File: src/rtl/serial_sub_pkg.sv
// Shared constants for the bit-serial subtractor.
// State encoding and default operand width.
package serial_sub_pkg;

  localparam logic [1:0] ST_IDLE  = 2'd0;
  localparam logic [1:0] ST_SHIFT = 2'd1;
  localparam logic [1:0] ST_DONE  = 2'd2;

  localparam int SUB_WIDTH_DEF = 8;

endpackage

File: src/rtl/full_sub_struct.sv
// One-bit full subtractor cell: Y = A - B - borw_in.
// Purely combinational, gate-level form.
module full_sub_struct (
  input  logic A,
  input  logic B,
  input  logic borw_in,
  output logic Y,
  output logic borw_out
);

  logic axb;

  assign axb      = A ^ B;
  assign Y        = axb ^ borw_in;
  assign borw_out = (~A & B) | (~axb & borw_in);

endmodule

File: src/rtl/serial_sub_unit.sv
// Bit-serial WIDTH-bit subtractor, LSB first, one bit per clock.
// Start/busy/done handshake; result held until next completion.
module serial_sub_unit
  import serial_sub_pkg::*;
#(
  parameter int WIDTH = SUB_WIDTH_DEF
) (
  input  logic             clk,
  input  logic             rst,
  input  logic             start,
  input  logic [WIDTH-1:0] a,
  input  logic [WIDTH-1:0] b,
  input  logic             bin,
  output logic             busy,
  output logic             done,
  output logic [WIDTH-1:0] diff,
  output logic             bout
);

  localparam int CW = $clog2(WIDTH);
  localparam logic [CW-1:0] LAST = CW'(WIDTH - 1);

  logic [1:0]       state_q;
  logic [1:0]       state_d;
  logic [WIDTH-1:0] a_sh;
  logic [WIDTH-1:0] b_sh;
  logic [WIDTH-1:0] d_sh;
  logic             brw;
  logic [CW-1:0]    cnt;

  logic cell_y;
  logic cell_bo;
  logic load;
  logic last;

  full_sub_struct u_cell (
    .A        (a_sh[0]),
    .B        (b_sh[0]),
    .borw_in  (brw),
    .Y        (cell_y),
    .borw_out (cell_bo)
  );

  assign load = (state_q == ST_IDLE) && start;
  assign last = (state_q == ST_SHIFT) && (cnt == LAST);

  always_ff @(posedge clk) begin
    if (rst) begin
      state_q <= ST_IDLE;
    end else begin
      state_q <= state_d;
    end
  end

  always_comb begin
    state_d = state_q;
    unique case (state_q)
      ST_IDLE:  if (start) state_d = ST_SHIFT;
      ST_SHIFT: if (last) state_d = ST_DONE;
      ST_DONE:  state_d = ST_IDLE;
      default:  state_d = ST_IDLE;
    endcase
  end

  // Shift datapath: operands drain LSB first, result fills from MSB.
  always_ff @(posedge clk) begin
    if (rst) begin
      a_sh <= '0;
      b_sh <= '0;
      d_sh <= '0;
      brw  <= 1'b0;
      cnt  <= '0;
    end else if (load) begin
      a_sh <= a;
      b_sh <= b;
      brw  <= bin;
      cnt  <= '0;
    end else if (state_q == ST_SHIFT) begin
      a_sh <= a_sh >> 1;
      b_sh <= b_sh >> 1;
      d_sh <= {cell_y, d_sh[WIDTH-1:1]};
      brw  <= cell_bo;
      cnt  <= cnt + CW'(1);
    end
  end

  always_ff @(posedge clk) begin
    if (rst) begin
      diff <= '0;
      bout <= 1'b0;
    end else if (last) begin
      diff <= {cell_y, d_sh[WIDTH-1:1]};
      bout <= cell_bo;
    end
  end

  always_ff @(posedge clk) begin
    if (rst) begin
      busy <= 1'b0;
      done <= 1'b0;
    end else begin
      busy <= (state_d != ST_IDLE);
      done <= (state_d == ST_DONE);
    end
  end

endmodule
File: config.mk
export PLATFORM = sky130hd
export DESIGN_NAME = serial_sub_unit
export DESIGN_NICKNAME = d
export VERILOG_FILES = /design/src/rtl/serial_sub_pkg.sv /design/src/rtl/full_sub_struct.sv /design/src/rtl/serial_sub_unit.sv
export SDC_FILE = /design/constraint.sdc
export NUM_CORES = 1
export LEC_CHECK = 0
export ABC_AREA = 1
export BUFFER_PORTS_ARGS = -buffer_cell sky130_fd_sc_hd__buf_2
export CAP_MARGIN = 40
export CORE_ASPECT_RATIO = 0.6
export CORE_MARGIN = 2
export CORE_UTILIZATION = 45
export DETAILED_ROUTE_END_ITERATION = 6
export GPL_TIMING_DRIVEN = 0
export PLACE_DENSITY = 0.67
export SLEW_MARGIN = 20
export SYNTH_ARGS = -nofsm -noshare
export SYNTH_HDL_FRONTEND = slang
export SYNTH_SLANG_ARGS = --single-unit
File: constraint.sdc
create_clock -name clk -period 1.8 [get_ports clk]
set_input_delay 0.18 -clock clk [delete_from_list [all_inputs] [get_ports clk]]
set_output_delay 0.18 -clock clk [all_outputs]
set_load 0.05 [all_outputs]
### Word level (Yosys, flattened, before mapping)

Index checks and enable logic that the tools add are counted.
Widths: inputs -> output; s select.

* flip-flop bits (word level): 41
* bits of input ports: 20
* output and inout bits: 11

* $add $sub $neg: 1
* eq/ne operators: 3
* multiplexer cells: 9
* bitwise operators: 8
* reduce and logical (&&, ||, !) cells: 7

Operators with widths (count)
* $mux 8: 4
* $mux 2: 2
* $pmux 2 s2: 1
* $reduce_bool 2->1: 2
* $add 3x1->3 const B: 1
* $eq 3x3->1 const B: 1
* $not 1->1: 3
* $and 1x1->1: 2
* $eq 2x1->1 const B: 1
* $eq 2x2->1 const B: 1
* $logic_and 1x1->1: 2
* $logic_not 2->1: 1
* $mux 1: 2
* $reduce_and 2->1: 1
* $reduce_or 2->1: 1
* $xor 1x1->1: 2
* $or 1x1->1: 1

### Longest topological paths before layout

* depth in word-level cells: 6
* gate-level depth with buffers: 7
* depth with buffers taken out: 7

### By module

A second synthesis with hierarchy kept.

* cells, all modules: 228
* area, all modules: 1710.4 um2

By module, submodules not included
* serial_sub_unit: times used 1, cells an instance 224, area an instance 1679.1 um2
* full_sub_struct: times used 1, cells an instance 4, area an instance 31.3 um2

### Least setup slack after synthesis

No wires, ideal clock.

* kind: register -> register
* from: register cnt[0]
* to: register bout
* arrival time: 1102 ps
* required time: 1684 ps
* path slack: 582 ps
* cell stages (with the launch flop): 7
* period minus slack after synthesis: 1218 ps
* cell sequence: dfxtp_1 ha_1 ha_1 inv_1 nor2_8 o21ai_0 nor2_1

* cells in the longest elaborated chain, start to end: 2

RTL lines
* from (decl): line serial_sub_unit.sv:29 `logic [CW-1:0] cnt;`
* from (signal assigned): line serial_sub_unit.sv:83 `cnt <= cnt + CW'(1);`
* $eq 3x3->1: line serial_sub_unit.sv:45 `assign last = (state_q == ST_SHIFT) && (cnt == LAST);`
* $logic_and 1x1->1: line serial_sub_unit.sv:45
* to (signal assigned): line serial_sub_unit.sv:93 `bout <= cell_bo;`
* to (decl): line serial_sub_unit.sv:17 `output logic bout`

No other way between the ends.
A chain may end at the register's enable or synchronous reset.

### Worst setup path in the final report

* from: register cnt[0]
* to: register diff[2]

* cells in the longest elaborated chain, start to end: 2

RTL lines
* $eq 3x3->1: line serial_sub_unit.sv:45
* $logic_and 1x1->1: line serial_sub_unit.sv:45
* to (signal assigned): line serial_sub_unit.sv:92 `diff <= {cell_y, d_sh[WIDTH-1:1]};`
* to (decl): line serial_sub_unit.sv:16 `output logic [WIDTH-1:0] diff,`

No other way between the ends.

==> flow_metrics.env <==
export IMPL_grt_max_degree=12
export IMPL_r2r_worst_path_cells=6
export IMPL_io_buffers=29
export IMPL_post_route_min_period_ns=1.39
export IMPL_clock_latency_ns=0.29
export IMPL_cap_viol_max_count=0
export IMPL_grt_pass1_vias=1290
export IMPL_p_sw_uw=472
export IMPL_nFillCells=384
export IMPL_hold_start="a[7]"
export IMPL_syn_inst=226
export IMPL_fin_worst_skew_ns=0.00495
export IMPL_num_rows=17
export IMPL_synth_top_area_cell="dfxtp_1"
export IMPL_r2r_end="diff[2]"
export IMPL_min_path_cells=3
export IMPL_power_total_mw=1.83
export IMPL_drt_total_wl_um=3710
export IMPL_hpwl_um=2660
export IMPL_wl_per_cell_um=12.0
export IMPL_initial_core_util=0.469
export IMPL_crit_arrival_ns=1.61
export IMPL_maxSlewViolCount=0
export IMPL_post_synth_instance_area_mm2=0.00171
export IMPL_ys_ff_latch=40
export IMPL_synth_nets=249
export IMPL_diodes=0
export IMPL_yosysWarnings=0
export IMPL_yosys_mux_area_fraction=0
export IMPL_die_h_um=51.8
export IMPL_synth_area_top_cells="dfxtp_1 (47%), nand2_1 (15%), nand3_1 (9.3%)"
export IMPL_numCtsBuffers=5
export IMPL_synth_cell_types=20
export IMPL_place_ws_ns=0.417
export IMPL_synth_fa_ha_area_frac=0.0263
export IMPL_grt_pass1_wl_um=6070
export IMPL_cts_repair_resized=0
export IMPL_antenna_found_initial=0
export IMPL_ys_seq_area_frac=0.467
export IMPL_die_area_mm2=0.00434
export IMPL_ctsHoldBuffers=0
export IMPL_tightest_slew_ns=0.474
export IMPL_ios=31
export IMPL_yosys_area_share_simple=0.345
export IMPL_critPathLaunchType="flip-flop"
export IMPL_rrSetupSlack_ns=0.41
export IMPL_first_pass_iters=4
export IMPL_h_tree_depth=2
export IMPL_p_int_mw=1.36
export IMPL_path_clk_slew_ns=0.07
export IMPL_fin_crit_sh=0.775
export IMPL_rsz0062_at_grt="no"
export IMPL_die_w_um=83.7
export IMPL_synth_xor_area_frac=0.00511
export IMPL_hold_viol=0
export IMPL_synth_top_area_share=0.467
export IMPL_slew_headroom=0.684
export IMPL_power_frac_seq=0.524
export IMPL_synth_top_family_by_area="simple AND/OR/NAND/NOR gates"
export IMPL_postCtsSetupRepairBufs=0
export IMPL_clockPowerShare=0.351
export IMPL_hold_class="primary input to flip-flop"
export IMPL_cts_tree="yes"
export IMPL_globalplace_congestion=0.773
export IMPL_ir_drop_v=0.000525
export IMPL_outcome="completed"
export IMPL_tns_ns=0
export IMPL_required_ns=2.02
export IMPL_finalWorstSetupSlack_ns=0.406
export IMPL_overflow=0
export IMPL_core_mm2=0.00366
export IMPL_drt_iter0_markers=64
export IMPL_worst_path_max_fanout=8
export IMPL_routed_via_density=4.94
export IMPL_ant_nets=0
export IMPL_syn_avg_cell_area_um2=7.58
export IMPL_pwr_share_comb=0.125
export IMPL_cts_sinks=40
export IMPL_root_buffer="clkbuf_8"
export IMPL_hold_path_end="a_sh[7]"
export IMPL_route_detailed_drc=0
export IMPL_via_count=1527
export IMPL_crit_type="flip-flop to flip-flop"
export IMPL_cts_buffer_depth=2
export IMPL_rr_startpoint="cnt[0]"
export IMPL_setup_violations=0
export IMPL_synth_compound_area_frac=0.0883
export IMPL_drive_above_1_share=0.202
export IMPL_nets=285
export IMPL_crit_path_end_kind="flip-flop"
export IMPL_swShare=0.258
export IMPL_grt_use_total=0.184
export IMPL_power_per_cell_area_mw_per_mm2=908
export IMPL_postLayoutCoreUtil=0.551
export IMPL_syn2layout_area_growth_pct=17.5
export IMPL_max_freq_ghz=0.717
export IMPL_total_leakage_power_nw=1.03
synth_stat cells, drive strengths merged:
cell type  count
dfxtp         40
o21ai         18
buf            7
nand3         32
inv           14
fa             1
nor2          26
xor2           1
a21oi         10
nand2         72
clkbuf         3
ha             2
per-stage QoR:
| stage | area (um2) | hold WS, ns | cells |
|---|---|---|---|
| 3_5_place_dp | 1920 | 0.441 | 302 |
| 5_1_grt | 2010 | 0.139 | 309 |
| 3_3_place_gp | 1920 | 0.436 | 302 |
| 4_1_cts | 2010 | 0.129 | 309 |
| 2_1_floorplan | 1710 | 0.249 | 226 |
| 6_report | 2010 | 0.131 | 309 |
power groups by stage:
stage	sequential [mW]	combinational [mW]	clock, mW
2_1_floorplan	0.978	0.159	0
3_3_place_gp	0.977	0.224	0
3_5_place_dp	0.978	0.227	0
4_1_cts	0.958	0.228	0.655
5_1_grt	0.963	0.257	0.686
6_report	0.959	0.229	0.641
logic make-up after synthesis:
group	Yosys count
adders and majority gates	3
DFF	40
AOI/OAI and AO/OA	28
xor gates and xnor gates	1
buffers and inverters	24
and+or+nand+nor	130
registers in the layout, indices dropped and copies added, names as in the netlist:
register  cells
state_q       2
busy          1
diff          8
cnt           3
bout          1
d_sh          7
brw           1
done          1
b_sh          8
a_sh          8
worst max-delay path, cell delays in order (launching register included):
cell,delay [ns]
dfxtp_1,0.35
ha_1,0.17
ha_1,0.21
inv_1,0.12
nor2_8,0.16
nand2_1,0.13
o21ai_0,0.17
per-layer routing:
layer	routed length, um	global-route usage	vias to the layer above
li1	-	-	795
met1	1970	0.274	687
met2	1480	0.249	38
met3	201	0.0476	7
met4	57	0.0726	0
met5	0	0	-
how the worst max path moves through the flow:
stage / from / endpoint / cells after the start
2_1_floorplan: cnt[0] / bout / 6
3_3_place_gp: cnt[0] / diff[2] / 6
3_5_place_dp: cnt[0] / diff[2] / 6
4_1_cts: cnt[0] / diff[2] / 6
5_1_grt: cnt[0] / diff[2] / 6
6_report: cnt[0] / diff[2] / 6
layout make-up:
type | count | area (um2) | area share
multi-input combinational | 162 | 797 | 0.396
inverter | 14 | 52.6 | 0.0261
sequential | 40 | 801 | 0.398
buffer | 10 | 63.8 | 0.0317
timing repair buffer | 29 | 145 | 0.0720
clock buffer | 7 | 96.3 | 0.0478
tap | 47 | 58.8 | 0.0292
cells in the final DEF (no fill, tap or decap), drive strengths merged:
cell type / n
ha: 2
a21oi: 10
buf: 36
xor2: 1
nand3: 32
dfxtp: 40
inv: 14
nor2: 26
nand2: 72
clkbuf: 10
fa: 1
o21ai: 18
(Power assumes the default switching activity.)
